**src/rtl/led_indicator_driver_pkg.sv**
```systemverilog
// ---------------------------------------------------------------------------
// led_pkg : shared definitions for the RefLock II LED indicator driver.
//
// Contents
//   led_mode_e   per-channel display mode encoding
//   LED_PWM_W    width of the optional dimming PWM counter and `dim` input
//   mode_lit()   maps a channel mode plus the live blink/stretch state to
//                the logical "lit" value (before polarity and dimming)
//
// Optional feature macro used elsewhere in this slice: LED_DIMMING_EN
// ---------------------------------------------------------------------------
package led_pkg;

   typedef enum logic [1:0] {
      LED_OFF     = 2'b00,
      LED_ON      = 2'b01,
      LED_BLINK   = 2'b10,
      LED_STRETCH = 2'b11
   } led_mode_e;

   localparam int LED_PWM_W = 4;

   // Logical lit value of one channel for its selected mode.
   function automatic logic mode_lit(input led_mode_e mode_s,
                                     input logic      blink_phase_s,
                                     input logic      stretch_on_s);
      logic lit_s;
      case (mode_s)
         LED_OFF:     lit_s = 1'b0;
         LED_ON:      lit_s = 1'b1;
         LED_BLINK:   lit_s = blink_phase_s;
         LED_STRETCH: lit_s = stretch_on_s;
         default:     lit_s = 1'b0;
      endcase
      return lit_s;
   endfunction

endpackage

```
**src/rtl/led_indicator_driver_if.sv**
```systemverilog
// ---------------------------------------------------------------------------
// led_indicator_driver_if : status-side bundle of the LED indicator driver.
//
// Signals
//   mode  [2*NUM_LEDS]  per-channel mode, channel i in [2i+1:2i] (led_mode_e)
//   evt   [NUM_LEDS]    per-channel event strobe for STRETCH mode (named evt
//                       because `event` is a reserved word)
//   led   [NUM_LEDS]    registered LED pins, polarity set by the driver
//   tick  [1]           one-cycle timebase strobe
//   dim   [LED_PWM_W]   brightness, present only with LED_DIMMING_EN
//
// Modports
//   master : the status logic / board side driving mode, evt (and dim)
//   slave  : the LED driver itself
//
// Optional feature macro: LED_DIMMING_EN (adds dim)
// ---------------------------------------------------------------------------
interface led_indicator_driver_if #(
   parameter int NUM_LEDS = 2
) ();

   logic [2*NUM_LEDS-1:0] mode;
   logic [NUM_LEDS-1:0]   evt;
   logic [NUM_LEDS-1:0]   led;
   logic                  tick;

`ifdef LED_DIMMING_EN
   logic [led_pkg::LED_PWM_W-1:0] dim;

   modport master (output mode, output evt, output dim, input led, input tick);
   modport slave  (input mode, input evt, input dim, output led, output tick);
`else
   modport master (output mode, output evt, input led, input tick);
   modport slave  (input mode, input evt, output led, output tick);
`endif

endinterface

```
**src/rtl/led_tick_gen.sv**
```systemverilog
// ---------------------------------------------------------------------------
// led_tick_gen : prescaler producing a shared one-cycle timebase strobe.
//
// Parameters
//   PRESCALE  clk cycles per tick (>= 2)
//
// Ports
//   clk   in   reference clock, rising edge
//   rst   in   asynchronous active-high reset
//   tick  out  registered strobe, high for one cycle every PRESCALE clks;
//              first high PRESCALE cycles after reset release
//
// The prescale counter runs 0..PRESCALE-1 and wraps. The strobe is
// registered from the terminal count, so it is high in the cycle after the
// counter sat at PRESCALE-1. rst is expected to be released synchronously
// to clk by the upstream reset logic.
// ---------------------------------------------------------------------------
module led_tick_gen #(
   parameter int PRESCALE = 100000
) (
   input  logic clk,
   input  logic rst,
   output logic tick
);

   localparam int            PW        = $clog2(PRESCALE + 1);
   localparam logic [PW-1:0] PCNT_LAST = PW'(PRESCALE - 1);
   localparam logic [PW-1:0] PCNT_ONE  = PW'(1'b1);

   logic [PW-1:0] pcnt_r;
   logic          tick_r;
   logic          pcnt_last_s;

   // Terminal-count detect for the prescale counter.
   always_comb begin
      pcnt_last_s = (pcnt_r == PCNT_LAST);
   end

   // Prescale counter with wrap and registered tick strobe.
   always_ff @(posedge clk or posedge rst) begin
      if (rst) begin
         pcnt_r <= '0;
         tick_r <= 1'b0;
      end else begin
         tick_r <= pcnt_last_s;
         if (pcnt_last_s) begin
            pcnt_r <= '0;
         end else begin
            pcnt_r <= pcnt_r + PCNT_ONE;
         end
      end
   end

   assign tick = tick_r;

endmodule

```
**src/rtl/led_indicator_driver.sv**
```systemverilog
// ---------------------------------------------------------------------------
// led_indicator_driver : multi-channel LED driver for the RefLock II CPLD.
//
// Each channel selects OFF, ON, BLINK or STRETCH at runtime. BLINK channels
// share one blink counter so they all flash in phase. STRETCH is a
// retriggerable pulse stretcher that keeps a LED lit for STRETCH_TICKS
// ticks after the last event strobe, so single-cycle strobes are visible.
//
// Parameters
//   NUM_LEDS       number of channels (1..8)
//   PRESCALE       clk cycles per tick (>= 2)
//   BLINK_TICKS    ticks per blink half-period (>= 1)
//   STRETCH_TICKS  ticks a LED stays lit after the last event (>= 1)
//   ACTIVE_LOW     1 = pins are lit when low
//
// Ports
//   clk   in     reference clock, rising edge
//   rst   in     asynchronous active-high reset (released synchronously)
//   bus   slave  led_indicator_driver_if: mode, evt, led, tick (+ dim)
//
// Optional feature macro: LED_DIMMING_EN
//   Adds bus.dim and a free-running PWM counter; lit channels are driven
//   only while pwm_cnt < dim, dim == all-ones means fully on, dim == 0
//   means dark. Without the macro lit channels are driven fully.
// ---------------------------------------------------------------------------
module led_indicator_driver
   import led_pkg::*;
#(
   parameter int NUM_LEDS      = 2,
   parameter int PRESCALE      = 100000,
   parameter int BLINK_TICKS   = 25,
   parameter int STRETCH_TICKS = 10,
   parameter int ACTIVE_LOW    = 0
) (
   input  logic                   clk,
   input  logic                   rst,
   led_indicator_driver_if.slave  bus
);

   localparam int            BW         = $clog2(BLINK_TICKS + 1);
   localparam logic [BW-1:0] BCNT_LAST  = BW'(BLINK_TICKS - 1);
   localparam logic [BW-1:0] BCNT_ONE   = BW'(1'b1);

   localparam int            SW         = $clog2(STRETCH_TICKS + 1);
   localparam logic [SW-1:0] SCNT_LOAD  = SW'(STRETCH_TICKS);
   localparam logic [SW-1:0] SCNT_ONE   = SW'(1'b1);

   localparam logic                al_bit_c   = (ACTIVE_LOW != 0);
   localparam logic [NUM_LEDS-1:0] UNLIT_PINS = {NUM_LEDS{al_bit_c}};

   logic                tick_s;
   logic [BW-1:0]       bcnt_r;
   logic                blink_phase_r;
   logic [SW-1:0]       scnt_r [NUM_LEDS];
   logic [NUM_LEDS-1:0] stretch_on_s;
   logic                drive_gate_s;
   logic [NUM_LEDS-1:0] lit_s;
   logic [NUM_LEDS-1:0] led_r;

   // Shared timebase; also exported on bus.tick for other timers.
   led_tick_gen #(
      .PRESCALE (PRESCALE)
   ) u_tick_gen (
      .clk  (clk),
      .rst  (rst),
      .tick (tick_s)
   );

   // Shared blink counter; the phase flips at the end of every half-period,
   // so the first lit half starts after BLINK_TICKS ticks from reset.
   always_ff @(posedge clk or posedge rst) begin
      if (rst) begin
         bcnt_r        <= '0;
         blink_phase_r <= 1'b0;
      end else if (tick_s) begin
         if (bcnt_r == BCNT_LAST) begin
            bcnt_r        <= '0;
            blink_phase_r <= ~blink_phase_r;
         end else begin
            bcnt_r <= bcnt_r + BCNT_ONE;
         end
      end
   end

   // Per-channel stretch counters. They run in every mode so that switching
   // into STRETCH shows the current state. An event reloads the full count
   // and wins over a same-cycle tick decrement.
   for (genvar gi = 0; gi < NUM_LEDS; gi++) begin : g_stretch
      // Stretch counter for channel gi.
      always_ff @(posedge clk or posedge rst) begin
         if (rst) begin
            scnt_r[gi] <= '0;
         end else if (bus.evt[gi]) begin
            scnt_r[gi] <= SCNT_LOAD;
         end else if (tick_s && (scnt_r[gi] != '0)) begin
            scnt_r[gi] <= scnt_r[gi] - SCNT_ONE;
         end
      end

      // The live event also lights the LED so the pin follows the strobe
      // with a single clk of latency.
      assign stretch_on_s[gi] = (scnt_r[gi] != '0) || bus.evt[gi];
   end

`ifdef LED_DIMMING_EN
   logic [LED_PWM_W-1:0] pwm_cnt_r;

   // Free-running PWM counter for brightness control.
   always_ff @(posedge clk or posedge rst) begin
      if (rst) begin
         pwm_cnt_r <= '0;
      end else begin
         pwm_cnt_r <= pwm_cnt_r + LED_PWM_W'(1'b1);
      end
   end

   // All-ones dim keeps lit channels on; otherwise compare against PWM.
   always_comb begin
      if (bus.dim == {LED_PWM_W{1'b1}}) begin
         drive_gate_s = 1'b1;
      end else begin
         drive_gate_s = (pwm_cnt_r < bus.dim);
      end
   end
`else
   // No dimming: lit channels are always driven.
   always_comb begin
      drive_gate_s = 1'b1;
   end
`endif

   // Logical lit value per channel, gated by brightness.
   always_comb begin
      lit_s = '0;
      for (int i = 0; i < NUM_LEDS; i++) begin
         lit_s[i] = mode_lit(led_mode_e'(bus.mode[2*i +: 2]),
                             blink_phase_r, stretch_on_s[i]) & drive_gate_s;
      end
   end

   // Output register with pin polarity applied; unlit during reset.
   always_ff @(posedge clk or posedge rst) begin
      if (rst) begin
         led_r <= UNLIT_PINS;
      end else begin
         led_r <= lit_s ^ UNLIT_PINS;
      end
   end

   assign bus.led  = led_r;
   assign bus.tick = tick_s;

endmodule

```
**src/flat_wrapper.sv**
```systemverilog
// flat-port wrapper written by rule: the top's interface ports become plain ports
module led_indicator_driver_flat import led_pkg::*;
#(
   parameter int NUM_LEDS      = 2,
   parameter int PRESCALE      = 100000,
   parameter int BLINK_TICKS   = 25,
   parameter int STRETCH_TICKS = 10,
   parameter int ACTIVE_LOW    = 0
)
  (clk, rst, bus_mode, bus_evt, bus_led, bus_tick);
  led_indicator_driver_if #(.NUM_LEDS(NUM_LEDS)) bus_i ();
  input  logic clk;
  input  logic rst;
  input wire logic [$bits(bus_i.mode)-1:0] bus_mode;
  input wire logic [$bits(bus_i.evt)-1:0] bus_evt;
  output wire logic [$bits(bus_i.led)-1:0] bus_led;
  output wire logic [$bits(bus_i.tick)-1:0] bus_tick;
  assign bus_i.mode = bus_mode;
  assign bus_i.evt = bus_evt;
  assign bus_led = bus_i.led;
  assign bus_tick = bus_i.tick;
  led_indicator_driver #(.NUM_LEDS(NUM_LEDS), .PRESCALE(PRESCALE), .BLINK_TICKS(BLINK_TICKS), .STRETCH_TICKS(STRETCH_TICKS), .ACTIVE_LOW(ACTIVE_LOW)) u_core (.clk(clk), .rst(rst), .bus(bus_i));
endmodule
```
**config.mk**
```make
export PLATFORM = sky130hd
export DESIGN_NAME = led_indicator_driver_flat
export DESIGN_NICKNAME = d
export VERILOG_FILES = /design/src/rtl/led_indicator_driver_pkg.sv /design/src/rtl/led_indicator_driver_if.sv /design/src/rtl/led_tick_gen.sv /design/src/rtl/led_indicator_driver.sv /design/src/flat_wrapper.sv
export SDC_FILE = /design/constraint.sdc
export NUM_CORES = 1
export LEC_CHECK = 0
export BUFFER_PORTS_ARGS = -buffer_cell sky130_fd_sc_hd__buf_2
export CORE_MARGIN = 3
export CORE_UTILIZATION = 58
export CTS_BUF_LIST = sky130_fd_sc_hd__clkbuf_4 sky130_fd_sc_hd__clkbuf_8 sky130_fd_sc_hd__clkbuf_16
export CTS_CLUSTER_SIZE = 25
export DETAILED_ROUTE_END_ITERATION = 10
export MAX_ROUTING_LAYER = met4
export PLACE_DENSITY_LB_ADDON = 0.3
export SKIP_CTS_REPAIR_TIMING = 1
export SYNTH_ARGS = -nofsm -noshare
export SYNTH_HDL_FRONTEND = slang
export SYNTH_SLANG_ARGS = --single-unit
```
**constraint.sdc**
```tcl
create_clock -name clk -period 2.25 [get_ports clk]
set_clock_uncertainty 0.1 [all_clocks]
set_input_delay 0.1125 -clock clk [delete_from_list [all_inputs] [get_ports clk]]
set_output_delay 0.1125 -clock clk [all_outputs]
set_load 0.005 [all_outputs]
```
======== Yosys cells after proc, flatten, opt, wreduce, memory -nomap -nowiden ========
Cells that the tools add are included.
cells by class
  bitwise gates (word level) .............. 1
  eq/ne operators ......................... 8
  reductions and logical operators ........ 11
  multiplexer cells ....................... 8
  add/subtract/negate cells ............... 4
operators by type and width
  operator                 number
  $add A17 B1 Y17 const B  1
  $eq A17 B17 Y1 const B   1
  $mux W17                 1
  $mux W4                  4
  $eq A2 B2 Y1 const B     4
  $pmux W1 S4              2
  $reduce_bool A4 Y1       2
  $sub A4 B1 Y4 const B    2
  $add A5 B1 Y5 const B    1
  $eq A5 B5 Y1 const B     1
  $mux W5                  1
  $eq A2 B1 Y1 const B     2
  $logic_not A2 Y1         2
  $reduce_bool A2 Y1       2
  $logic_and A1 B1 Y1      2
  $logic_or A1 B1 Y1       2
  $reduce_and A2 Y1        1
  $not A1 Y1               1
storage, ports and cells
  output and inout port bits .............. 3
  input bits .............................. 8
  register bits ........................... 34
  word-level logic and storage cells ...... 39

======== Longest topological paths before layout ========
Gate-level depths: netlist of run 1.
  depth in word-level cells ............... 4
  mapped depth ............................ 7
  depth with buffers taken out ............ 6

======== By module ========
Synthesis of run 1 repeated with hierarchy kept, for this count alone.
second synthesis, totals
  cells, all modules ...................... 159
  area, all modules ....................... 1694.1 µm²
by module, submodules not included
  module                area an instance (µm²)  instances  cells each  seq. area each (µm²)
  led_tick_gen          850.8                   1          76          450.4
  led_indicator_driver  843.3                   1          83          400.4

======== Least setup slack after synthesis of run 1 ========
OpenSTA, ideal clock, no wires.
  path kind ............................... reg-to-reg
  from .................................... register u_core.u_tick_gen.pcnt_r[0]
  to ...................................... register u_core.u_tick_gen.pcnt_r[15]
  library setup time ...................... 0.079 ns
  path slack .............................. 0.550 ns
  clock period less this slack ............ 1.700 ns
  cell stages (with the launch flop) ...... 8
  data required time ...................... 2.071 ns
  path buffers ............................ 2
  arrival ................................. 1.520 ns
  path through ............................ dfrtp_1 > ha_1 > and4_1 > clkbuf_1 > and4_1 > buf_2 > nand2b_1 > mux2i_1
on the way
  longest elaborated chain between the ends .. 2
  elaborated cells between the ends (all ways) .. 3
  classes of those cells .................. add/sub (1); eq/ne (1); mux (1)
ends and longest elaborated chain
  element                                  line                RTL
  from (decl)                              led_tick_gen.sv:30  logic [PW-1:0] pcnt_r;
  from (signal assigned)                   led_tick_gen.sv:49  pcnt_r <= pcnt_r + PCNT_ONE;
  $eq A17 B17 Y1                           led_tick_gen.sv:36  pcnt_last_s = (pcnt_r == PCNT_LAST);
  named net u_core.u_tick_gen.pcnt_last_s  led_tick_gen.sv:32  logic pcnt_last_s;
  $mux W17                                 led_tick_gen.sv:46  if (pcnt_last_s) begin
The timed path passes the listed nets, and every way through them passes these cells.
A chain may end at the register's enable or synchronous reset.

======== Worst setup path after layout of run 1 ========
  from .................................... register u_core.scnt_r[0] (netlist bit)
  to ...................................... register u_core.scnt_r[1] (netlist bit)
on the way
  longest elaborated chain between the ends .. 3
  elaborated cells between the ends (all ways) .. 6
  classes of those cells .................. add/sub (1); mux (2); reduce/logical (3)
ends and longest elaborated chain
  element                                              line                                                    RTL
  from (decl)                                          led_indicator_driver.sv:54                              logic [SW-1:0] scnt_r [NUM_LEDS];
  from (signal, indexed assignment)                    led_indicator_driver.sv:96                              scnt_r[gi] <= scnt_r[gi] - SCNT_ONE;
  $sub A4 B1 Y4 or $reduce_bool A4 Y1 (tied branches)  led_indicator_driver.sv:96, led_indicator_driver.sv:95
  $mux W4 or $logic_and A1 B1 Y1 (tied branches)       led_indicator_driver.sv:95                              end else if (tick_s && (scnt_r[gi] != '0)) begin
  $mux W4 or $reduce_bool A2 Y1 (tied branches)        n/a
Several ways; a longest one is shown, not always the timed one. The select of a mux whose other input is x is not followed.

==> results.md, run 1 <==
* DRT antenna net count at 0
* Synthesized instance count at 154
* Cell area after synthesis at 0.00163 mm2
* Gp weighted congestion at approximately 0.82
* Layout area overhead at 12.9%
* Seq/Total Area, Yosys at 0.523
* Dpl cell area at 0.00170 mm2
* Commonest non-fill, non-tap cell in the layout: dfrtp_1
* Vias per inst at ~5.4
* Min-Delay Path Class: input pin to flop
* Status: finished with violations
* I/O pin total at 11
* Clock transition at path regs at about 100 ps
* Nets at 189
* FP Rows at 18
* Total GRT Usage at 0.188
* Syn_nets at 168
* Clk sink count at 34
* DIE HEIGHT at 58.9 um
* Num CTS Buffers at 5
* Crit path arrival time at 1960 ps
* Hold slack at -7.46 ps
* Synth Register Bits at 34
* Max-slew headroom at 0.685
* Min Tclk post-route at between 1500 and 2000 ps
* H-tree levels at 2
* Critical Path Start Type: flop
* Mean post-synth cell area at between 10 and 15 um2
* First-pass GRT wire length at approximately 4700 um
* Total Wirelength at 2720 um
* Hold Fails Final Rpt at 1
* Worst-Skew Late Latency at 330 ps
* Final setup vio count at 0
* Setup crit end kind: flop
* Setup TNS at 0 ps
* Pre-antenna DRT Iters at 4
* Failing checks: negative hold slack
* Crit share post-route at 0.819
* Vias in the first global route at 1150
* Peak supply drop at 0.469 mV
* Max-cap viol count at 0
* Core outline area at 0.00257 mm2
* DRT iter0 DRCs at 52
* Req. time, crit path at 2370 ps
* # fillers at 188
* Initial Utilization at 0.633
* Final instance area at about 0.0018 mm2
* Port buffer count at 10
* Clock buffer depth at 2
* Ys Warns at 0
* Largest net degree at the start of global routing at 35
* Ant diodes at 0
* Highest Clock Rate at 543 MHz
* Antenna violations before repair at 0
* Worst path max stage delay at around 500 ps
* Synth cell types at 31
* Chip width at ~60 um
* Power per Cell Area at 545 mW/mm2
* Most frequent cells in the layout: dfrtp_1, nor2_1, xnor2_1, nand3_1, xor2_1
* Vias at about 1100
* Unrepaired setup endpoints after global routing: false
* Layout Utilization at 0.714
* Die Area at 0.00347 mm2
* Slowest cell on the critical path: or3b_2
* Layout cells sized above 1 at 0.136
* Cell Chain, Critical Path: inv_1, ha_1, or3b_2, nand2_1, nor2_1, a211o_1
* Pleak at 0.000823 uW
* Slew @ Worst Pin at 473 ps
* DR WL/cell at 13.2 um
* Max-slew violations at 0
* Grt total ovfl at 0
* CTS tree: done
* Worst setup path class: flop to flop
* CP max FO at 4
* Hpwl dp at 1930 um
* Root Driver: clkbuf_4
* # DRC at 0
## power breakdown
| group | total [uW] | leakage, uW | switching, uW | internal (uW) |
|---|---|---|---|---|
| combinational | 36.3 | 0.000349 | 19.3 | 17.0 |
| sequential | 613 | 0.000435 | 0.389 | 612 |
| clock | 351 | 0.0000387 | 187 | 163 |
| total | 1000 | 0.000823 | 207 | 793 |
## path summary, 6_finish.rpt
| kind | start | end | slack, ps | depth (start not counted) |
|---|---|---|---|---|
| worst min register to register | u_core.u_tick_gen.pcnt_r[0] | u_core.u_tick_gen.pcnt_r[0] | 380 | 1 |
| worst max-delay path | u_core.scnt_r[0] | u_core.scnt_r[1] | 410 | 6 |
| max in group asynchronous | rst | u_core.u_tick_gen.pcnt_r[14] | 1450 | 4 |
| worst min-delay path | bus_mode[3] | u_core.bus.led[1] | -7 | 4 |
| worst max register to register | u_core.scnt_r[0] | u_core.scnt_r[1] | 410 | 6 |
| min in group asynchronous | rst | u_core.scnt_r[3] | 300 | 4 |
## per-layer routing
layer | part of all wire | global-route usage | up-vias
met5 | 0 | - | -
li1 | - | - | 561
met4 | 0.022 | 0.104 | 0
met1 | 0.45 | 0.205 | 536
met3 | 0.034 | 0.0395 | 7
met2 | 0.50 | 0.317 | 17
## logic make-up (layout without fill, tap and decap cells)
kind of cell               count (synthesis)  count (layout)  share of synthesized area
DFF                                       34              34                      0.523
adders and majority gates                  6               6                     0.0462
AOI/OAI and AO/OA                          9               9                     0.0362
xor gates and xnor gates                  23              23                      0.124
muxes                                      2               2                     0.0123
buffers and inverters                     11              33                     0.0285
and+or+nand+nor                           69              69                      0.229
## cells in the mapped netlist
master | number | area share
dfrtp_1 | 34 | 0.52
nor2_1 | 22 | 0.051
nand3_1 | 12 | 0.037
xnor2_1 | 12 | 0.065
xor2_1 | 11 | 0.059
nand2_1 | 8 | 0.018
inv_1 | 7 | 0.016
ha_1 | 6 | 0.046
and4_1 | 4 | 0.022
nand4_1 | 4 | 0.015
a21oi_1 | 3 | 0.0092
nand2b_1 | 3 | 0.012
nor3_1 | 3 | 0.0092
a211o_1 | 2 | 0.011
and3_1 | 2 | 0.0077
clkbuf_1 | 2 | 0.0046
mux2i_1 | 2 | 0.012
nand3b_1 | 2 | 0.0092
o21ai_0 | 2 | 0.0062
or3b_2 | 2 | 0.011
a22o_1 | 1 | 0.0054
and4bb_2 | 1 | 0.0077
buf_2 | 1 | 0.0031
buf_4 | 1 | 0.0046
nor2_2 | 1 | 0.0039
nor2b_1 | 1 | 0.0039
nor4b_1 | 1 | 0.0054
nor4bb_1 | 1 | 0.0062
o211ai_1 | 1 | 0.0046
or3_1 | 1 | 0.0039
or3b_4 | 1 | 0.0069
## metrics by stage
step / std cells / total power, uW / setup WS [ps]
floorplan: 154 / 638 / 550
global route: 206 / 1050 / 320
finish: 206 / 1000 / 408
detailed placement: 191 / 652 / 419
global placement: 191 / 652 / 493
CTS: 199 / 1000 / 403
## worst max-delay path: cells and delay by family (launching register included)
kind	cells	cell delay, ps
and+or+nand+nor	3	700
DFF	1	390
AOI/OAI and AO/OA	1	260
adders and majority gates	1	170
buffers and inverters	1	110
## cell type report
type                       instances  area, um2  share of cell area
clock inverter                     1       5.00             0.00273
multi-input combinational        109        728               0.397
sequential                        34        851               0.464
timing repair buffer              18        128              0.0696
clock buffer                       7       58.8              0.0321
tap                               30       37.5              0.0205
inverter                           7       26.3              0.0143
## flip-flops by register name, indices dropped and copies added (netlist names)
name / cells
u_core.bus.led: 2
u_core.scnt_r: 8
u_core.blink_phase_r: 1
u_core.u_tick_gen.pcnt_r: 17
u_core.u_tick_gen.tick: 1
u_core.bcnt_r: 5
Note: power is estimated with default switching activity, not from simulation.
==> run 2: changes to the inputs <==
--- a/config.mk
+++ b/config.mk
@@ -5,9 +5,10 @@
 export SDC_FILE = /design/constraint.sdc
 export NUM_CORES = 1
 export LEC_CHECK = 0
+export ABC_AREA = 1
 export BUFFER_PORTS_ARGS = -buffer_cell sky130_fd_sc_hd__buf_2
 export CORE_MARGIN = 3
-export CORE_UTILIZATION = 58
+export CORE_UTILIZATION = 54
 export CTS_BUF_LIST = sky130_fd_sc_hd__clkbuf_4 sky130_fd_sc_hd__clkbuf_8 sky130_fd_sc_hd__clkbuf_16
 export CTS_CLUSTER_SIZE = 25
 export DETAILED_ROUTE_END_ITERATION = 10
==> constraint.sdc (replaced) <==
create_clock -name clk -period 1.6 [get_ports clk]
set_clock_uncertainty 0.1 [all_clocks]
set_input_delay 0.08 -clock clk [delete_from_list [all_inputs] [get_ports clk]]
set_output_delay 0.08 -clock clk [all_outputs]
set_load 0.005 [all_outputs]
==> run 2 against run 1 <==
Effect of this change: sequential power rose by 41%; register-to-register slack got worse by 240 ps; the flow now finishes without violations; critical path depth rose by 2; critical path type unchanged; non-clock buffer count did not move; count of clock-buffer cells in the layout rose by 1; synthesized cell count rose by 56%.
==> results.md, run 2 <==
* Status: complete, no violations
* H-tree levels at 2 (unchanged)
* Port buffer count at 10 (unchanged)
* Pre-CTS setup slack at 131 ps (-288 ps)
* Synth top area cells: dfrtp_1, nand2_1, nor2_1
* FP Rows at 20 (+2)
* Vias at 1537 (+37%)
* Clock transition at path regs at 100 ps (about the same)
* DIE HEIGHT at 64.2 um (+8.9%)
* Root Driver: clkbuf_4
* # DRC at 0 (unchanged)
* Req. time, crit path at 1730 ps (-640 ps)
* DRT iter0 DRCs at 102 (+96%)
* Synth Register Bits at 34 (unchanged)
* Layout Utilization at 0.662 (-0.0521)
* Commonest non-fill, non-tap cell in the layout: nand2_1
* DR WL/cell at 10.8 um (-18%)
* Critical Path Start Type: flop
* Syn_nets at 255 (+52%)
* Layout cells sized above 1 at 0.120 (-0.0161)
* Cell Chain, Critical Path: ha_1, nand2_1, nor2_4, inv_2, nor2_2, nand2_2, clkinv_2, nor2_1
* Initial Utilization at 0.580 (-0.0529)
* Top flop regs: u_core.u_tick_gen.pcnt_r (17), u_core.scnt_r (8), u_core.bcnt_r (5)
* Antenna violations before repair at 0 (unchanged)
* # fillers at 283 (+51%)
* Cell area after synthesis at 0.00183 mm2 (+13%)
* Nets at 279 (+48%)
* Unrepaired setup endpoints after global routing: false
* Peak supply drop at 0.456 mV (-2.7%)
* Worst path max stage delay at 380 ps (-120 ps)
* Final WS setup at 171 ps (-237 ps)
* Sequential cell area at 851 um2 (unchanged)
* Dpl cell area at 0.00194 mm2 (+14%)
* Vias in the first global route at 1390 (+21%)
* Num CTS Buffers at 5 (unchanged)
* Max-cap viol count at 0 (unchanged)
* Ant diodes at 0 (unchanged)
* Worst-Skew Late Latency at 340 ps (about the same)
* Post-synth EDFFs at 0 (unchanged)
* Largest net degree at the start of global routing at 35 (unchanged)
* Core outline area at 0.00315 mm2 (+23%)
* Slew @ Worst Pin at 412 ps (-61.2 ps)
* Min-Delay Path Class: input pin to async pin
* Commonest cells in the netlist: nand2_1, nor2_1, inv_1
* Crit share post-route at 0.893 (+0.0744)
* Seq/Total Area, Yosys at 0.465 (-0.0584)
* Gp weighted congestion at 0.856 (+4.0%)
* Area share of the largest cell type after synthesis at 0.465 (-0.0584)
* Ys Warns at 0 (unchanged)
* Chip width at 64.2 um (+8.9%)
* DRT antenna net count at 0 (unchanged)
* Worst setup path class: flop to flop
* Final setup vio count at 0 (unchanged)
* Clk sink count at 34 (unchanged)
* Vias per inst at 4.96 (-8.9%)
* Min Tclk post-route at 1430 ps (-413 ps)
* Synth async-reset ratio at 1.00 (unchanged)
* Top reg by flops: u_core.u_tick_gen.pcnt_r
* Slowest cell on the critical path: dfrtp_1
* Pre-antenna DRT Iters at 4 (unchanged)
* Synth Flop Type: dfrtp_1
* Total GRT Usage at 0.188 (about the same)
* Pleak at 0.00108 uW (+31%)
* Synthesized instance count at 241 (+56%)
* Layout area overhead at 14.2%
* Clock buffer depth at 2 (unchanged)
* First-pass GRT wire length at 5790 um (+23%)
* Hpwl dp at 2390 um (+24%)
* CTS tree: done
* Mean post-synth cell area at 7.59 um2 (-28%)
* Synth cell types at 20 (-35%)
* CP max FO at 6 (+2)
* Power per Cell Area at 715 mW/mm2 (+31%)
* Crit path arrival time at 1560 ps (-400 ps)
* Die Area at 0.00412 mm2 (+19%)
* Max-slew violations at 0 (unchanged)
* Hold Fails Final Rpt at 0 (-1)
* Flip-flop count of the largest register after layout at 17 (unchanged)
* Setup TNS at 0 ps (unchanged)
* Footprint of the multi-input gates at 810 um2 (+11%)
* Most frequent cells in the layout: nand2_1, nor2_1, inv_1
* Max-slew headroom at 0.725 (+0.0408)
* Final instance area at 0.00209 mm2 (+14%)
* Highest Clock Rate at 700 MHz (+29%)
* Total Wirelength at 3360 um (+24%)
* Setup crit end kind: flop
* Area leader, netlist: dfrtp_1
* I/O pin total at 11 (unchanged)
* Grt total ovfl at 0 (unchanged)
* Most common cell in the synthesized netlist: nand2_1
==> run 2: power breakdown <==
| group | switching, uW | total [uW] | internal [uW] |
|---|---|---|---|
| Clock | 278 | 578 | 300 |
| Combinational | 29.1 | 52.7 | 23.6 |
| Sequential | 0.545 | 862 | 861 |
| Total | 307 | 1490 | 1180 |
==> run 2: cell type report <==
class                   instances  area share
well taps                      44      0.0264
flip-flops and latches         34       0.407
inverters                      44      0.0797
clock buffers                   8      0.0377
repair buffers                 18      0.0611
multi-input cells             162       0.388
==> run 2: metal layers <==
metal,track usage,up-vias,routed length [um]
met2,0.306,18,1620
met4,0.0712,0,48
met3,0.0475,8,113
met5,-,-,0
li1,-,798,-
met1,0.226,713,1580
==> run 2: logic make-up after synthesis <==
logic type,share of synthesized area
AND/OR/NAND/NOR,0.289
flip-flops,0.465
adder cells (fa/ha/maj),0.0410
AO/OA/AOI/OAI,0.0732
buffers and inverters,0.0937
XOR/XNOR,0.0383
==> run 2: final timing paths <==
| kind | startpoint | to | cells after the start | slack, ps |
|---|---|---|---|---|
| max | u_core.u_tick_gen.pcnt_r[0] | u_core.u_tick_gen.pcnt_r[5] | 8 | 170 |
| min | rst | u_core.u_tick_gen.pcnt_r[12] | 4 | 290 |
| max reg2reg | u_core.u_tick_gen.pcnt_r[0] | u_core.u_tick_gen.pcnt_r[5] | 8 | 170 |
| min reg2reg | u_core.u_tick_gen.pcnt_r[0] | u_core.u_tick_gen.pcnt_r[0] | 1 | 360 |
| max in group asynchronous | rst | u_core.u_tick_gen.pcnt_r[6] | 4 | 810 |
| min in group clk | bus_mode[3] | u_core.bus.led[1] | 3 | 360 |
==> run 2: worst max-delay path: cells and delay by family (launching register included) <==
family	cells	cell delay [ps]
fa+ha+maj	1	170
buf+inv	2	170
flops	1	380
simple gates	5	510
==> run 2: per-stage QoR <==
stage / total power (uW) / instances / hold WS [ps]
CTS: 1500 / 303 / -258
global route: 1560 / 310 / 342
finish: 1490 / 310 / 293
floorplan: 898 / 241 / 43.1
detailed placement: 919 / 295 / 104
global placement: 918 / 295 / 86.3
==> run 3: changes to the inputs <==
--- a/config.mk
+++ b/config.mk
@@ -7,8 +7,10 @@
 export LEC_CHECK = 0
 export ABC_AREA = 1
 export BUFFER_PORTS_ARGS = -buffer_cell sky130_fd_sc_hd__buf_2
+export CELL_PAD_IN_SITES_DETAIL_PLACEMENT = 1
+export CELL_PAD_IN_SITES_GLOBAL_PLACEMENT = 1
 export CORE_MARGIN = 3
-export CORE_UTILIZATION = 54
+export CORE_UTILIZATION = 40
 export CTS_BUF_LIST = sky130_fd_sc_hd__clkbuf_4 sky130_fd_sc_hd__clkbuf_8 sky130_fd_sc_hd__clkbuf_16
 export CTS_CLUSTER_SIZE = 25
 export DETAILED_ROUTE_END_ITERATION = 10
==> run 3 against run 2 <==
Effect of this change: sequential share of layout area is 0.67 points lower; critical path depth is 1 lower; clock power is 19% higher; setup slack worse by 67 ps; final area is 1.7% higher; highest routed layer unchanged; largest power group unchanged.
==> results.md, run 3 (same netlist as run 2, synthesis figures left out) <==
* Internal power at 1230 uW (+3.9%)
* Setup crit end kind: flop
* Net Sw Power at 371 uW (+21%)
* DR WL/cell at 13.4 um (+24%)
* Largest net degree at the start of global routing at 35 (unchanged)
* DRT iter0 DRCs at 51 (-50%)
* Port buffer count at 10 (unchanged)
* Crit path depth at 7 (-1)
* Pleak at 0.00108 uW (+0.68%)
* Worst path max stage delay at 370 ps (about the same)
* Slew @ Worst Pin at 427 ps (+14.9 ps)
* Max-cap viol count at 0 (unchanged)
* Power per Cell Area at 754 mW/mm2 (+5.5%)
* Total GRT Usage at 0.188 (about the same)
* Layout Utilization at 0.505 (-0.157)
* Clock buffer depth at 2 (unchanged)
* Total Wirelength at 4260 um (+27%)
* Min Tclk post-route at 1500 ps (+67.0 ps)
* Chip width at 73.6 um (+15%)
* Clock transition at path regs at 80 ps (-20 ps)
* I/O pin total at 11 (unchanged)
* Worst setup path class: flop to flop
* Clock power frac at 0.428 (+0.041)
* FP Rows at 23 (+15%)
* Family with the most delay on the worst path: simple AND/OR/NAND/NOR gates
* DIE HEIGHT at 73.6 um (+15%)
* Most frequent cells in the layout: nand2_1, nor2_1, inv_1
* Top flop regs: u_core.u_tick_gen.pcnt_r (17), u_core.scnt_r (8), u_core.bcnt_r (5)
* End of the critical path: u_core.scnt_r[4]
* Crit path from: u_core.scnt_r[4]
* Status: complete, no violations
* Top reg by flops: u_core.u_tick_gen.pcnt_r
* Final setup vio count at 0 (unchanged)
* CTS tree: done
* First-pass GRT wire length at 7490 um (+29%)
* Vias in the first global route at 1657 (+19%)
* Worst reg2reg path depth at 7 (-1)
* Ant diodes at 0 (unchanged)
* Cell Chain, Critical Path: inv_1, ha_1, nand2_1, nor2_1, nor2_1, nand2_1, a21oi_1
* Logic gate share of total power at 0.033 (-0.002)
* Num CTS Buffers at 5 (unchanged)
* Setup TNS at 0 ps (unchanged)
* Slowest cell on the critical path: dfrtp_1
* Nets at 280 (+0.36%)
* Worst r2r src: u_core.scnt_r[4]
* Sequential Power Share at 0.538 (-0.039)
* R2R Path End: u_core.scnt_r[4]
* Critical Path Start Type: flop
* Buffers plus inverters on the worst setup path at 1 (-1)
* Die Area at 0.00542 mm2 (+32%)
* Min-Delay Path Class: input pin to async pin
* Hold Fails Final Rpt at 0 (unchanged)
* Gp weighted congestion at 0.860 (+0.55%)
* Inst Count DP at 301 (+2.0%)
* Hpwl dp at 3130 um (+31%)
* Flip-flop count of the largest register after layout at 17 (unchanged)
* DRT antenna net count at 0 (unchanged)
* Antenna violations before repair at 0 (unchanged)
* # DRC at 0 (unchanged)
* Root Driver: clkbuf_8
* Vias at 1576 (+2.5%)
* Peak supply drop at 0.404 mV (-11%)
* # fillers at 540 (+91%)
* R2r setup slk at 100 ps (-70 ps)
* Req. time, crit path at 1720 ps (about the same)
* CP max FO at 4 (-2)
* Crit path arrival time at 1610 ps (+50 ps)
* Layout area overhead at 16.1%
* Commonest non-fill, non-tap cell in the layout: nand2_1
* Initial Utilization at 0.435 (-0.145)
* Pre-antenna DRT Iters at 4 (unchanged)
* Unrepaired setup endpoints after global routing: false
* Highest Clock Rate at 669 MHz (-4.5%)
* Clk sink count at 34 (unchanged)
* Crit share post-route at 0.935 (+0.0419)
* Core outline area at 0.00420 mm2 (+33%)
* Layout cells sized above 1 at 0.127 (+0.00704)
* Max-slew headroom at 0.715 (-0.00992)
* H-tree levels at 2 (unchanged)
* Final cell count without fillers at 317 (+2.3%)
* Vias per inst at 4.97 (+0.27%)
* Worst-Skew Late Latency at 300 ps (-40 ps)
* Max-slew violations at 0 (unchanged)
* Grt total ovfl at 0 (unchanged)
* Net Sw Frac at 0.231 (+0.0253)
## run 3: changes by cell type in the layout (fill, tap and decap cells not counted)
cell and delta:
buf_4 +1, clkinv_2 +1, o21ai_2 +1, clkbuf_4 -5, o21ai_1 -1, clkbuf_8 +3, clkinvlp_4 +1
## run 3: tightest hold or removal path: stages
cell and delay [ps]:
dlygate4sd3_1 530, buf_2 120, inv_1 40, buf_4 380
## run 3: power groups by stage
stage	sequential, uW	clock [uW]	combinational [uW]
after global placement	879	0	41.2
final	862	686	53.5
after floorplan	879	0	18.9
after detailed placement	879	0	42.2
after CTS	862	706	42.3
after global routing	862	754	62.8
## run 3: layer usage
metal | vias to the layer above | routed length (um) | share of wire | GRT usage
met2 | 12 | 2070 | 0.49 | 0.292
met3 | 5 | 90 | 0.021 | 0.0424
met1 | 764 | 2020 | 0.47 | 0.237
met4 | 0 | 79 | 0.019 | 0.0744
met5 | - | 0 | 0 | -
li1 | 795 | - | - | -
## run 3: worst min path at each step
| stage | start | to | slack [ps] | cells after the start |
|---|---|---|---|---|
| 6_report | rst | u_core.u_tick_gen.pcnt_r[9] | 310 | 4 |
| 5_1_grt | rst | u_core.bcnt_r[2] | 380 | 4 |
| 4_1_cts | rst | u_core.bcnt_r[2] | -210 | 3 |
| 3_5_place_dp | rst | u_core.scnt_r[3] | 110 | 3 |
| 3_3_place_gp | rst | u_core.u_tick_gen.pcnt_r[0] | 100 | 3 |
| 2_1_floorplan | bus_evt[0] | u_core.scnt_r[4] | 40 | 1 |
## run 3: layout make-up
class / instances / area, um2 / area share
clock inverter: 2 / 12.5 / 0.00589
sequential: 34 / 851 / 0.401
timing repair buffer: 19 / 135 / 0.0636
clock buffer: 6 / 82.6 / 0.0389
multi-input combinational: 162 / 813 / 0.383
tap: 50 / 62.6 / 0.0295
inverter: 44 / 166 / 0.0784
## run 3: through the flow
| stage | cell area (um2) | setup WS [ps] | total power, uW | hold WS [ps] |
|---|---|---|---|---|
| floorplan | 1830 | 270 | 898 | 43.1 |
| global placement | 1940 | 57.8 | 920 | 97.0 |
| detailed placement | 1940 | -40.4 | 921 | 108 |
| CTS | 2040 | -62.4 | 1610 | -214 |
| global route | 2120 | 7.39 | 1680 | 382 |
| finish | 2120 | 104 | 1600 | 315 |
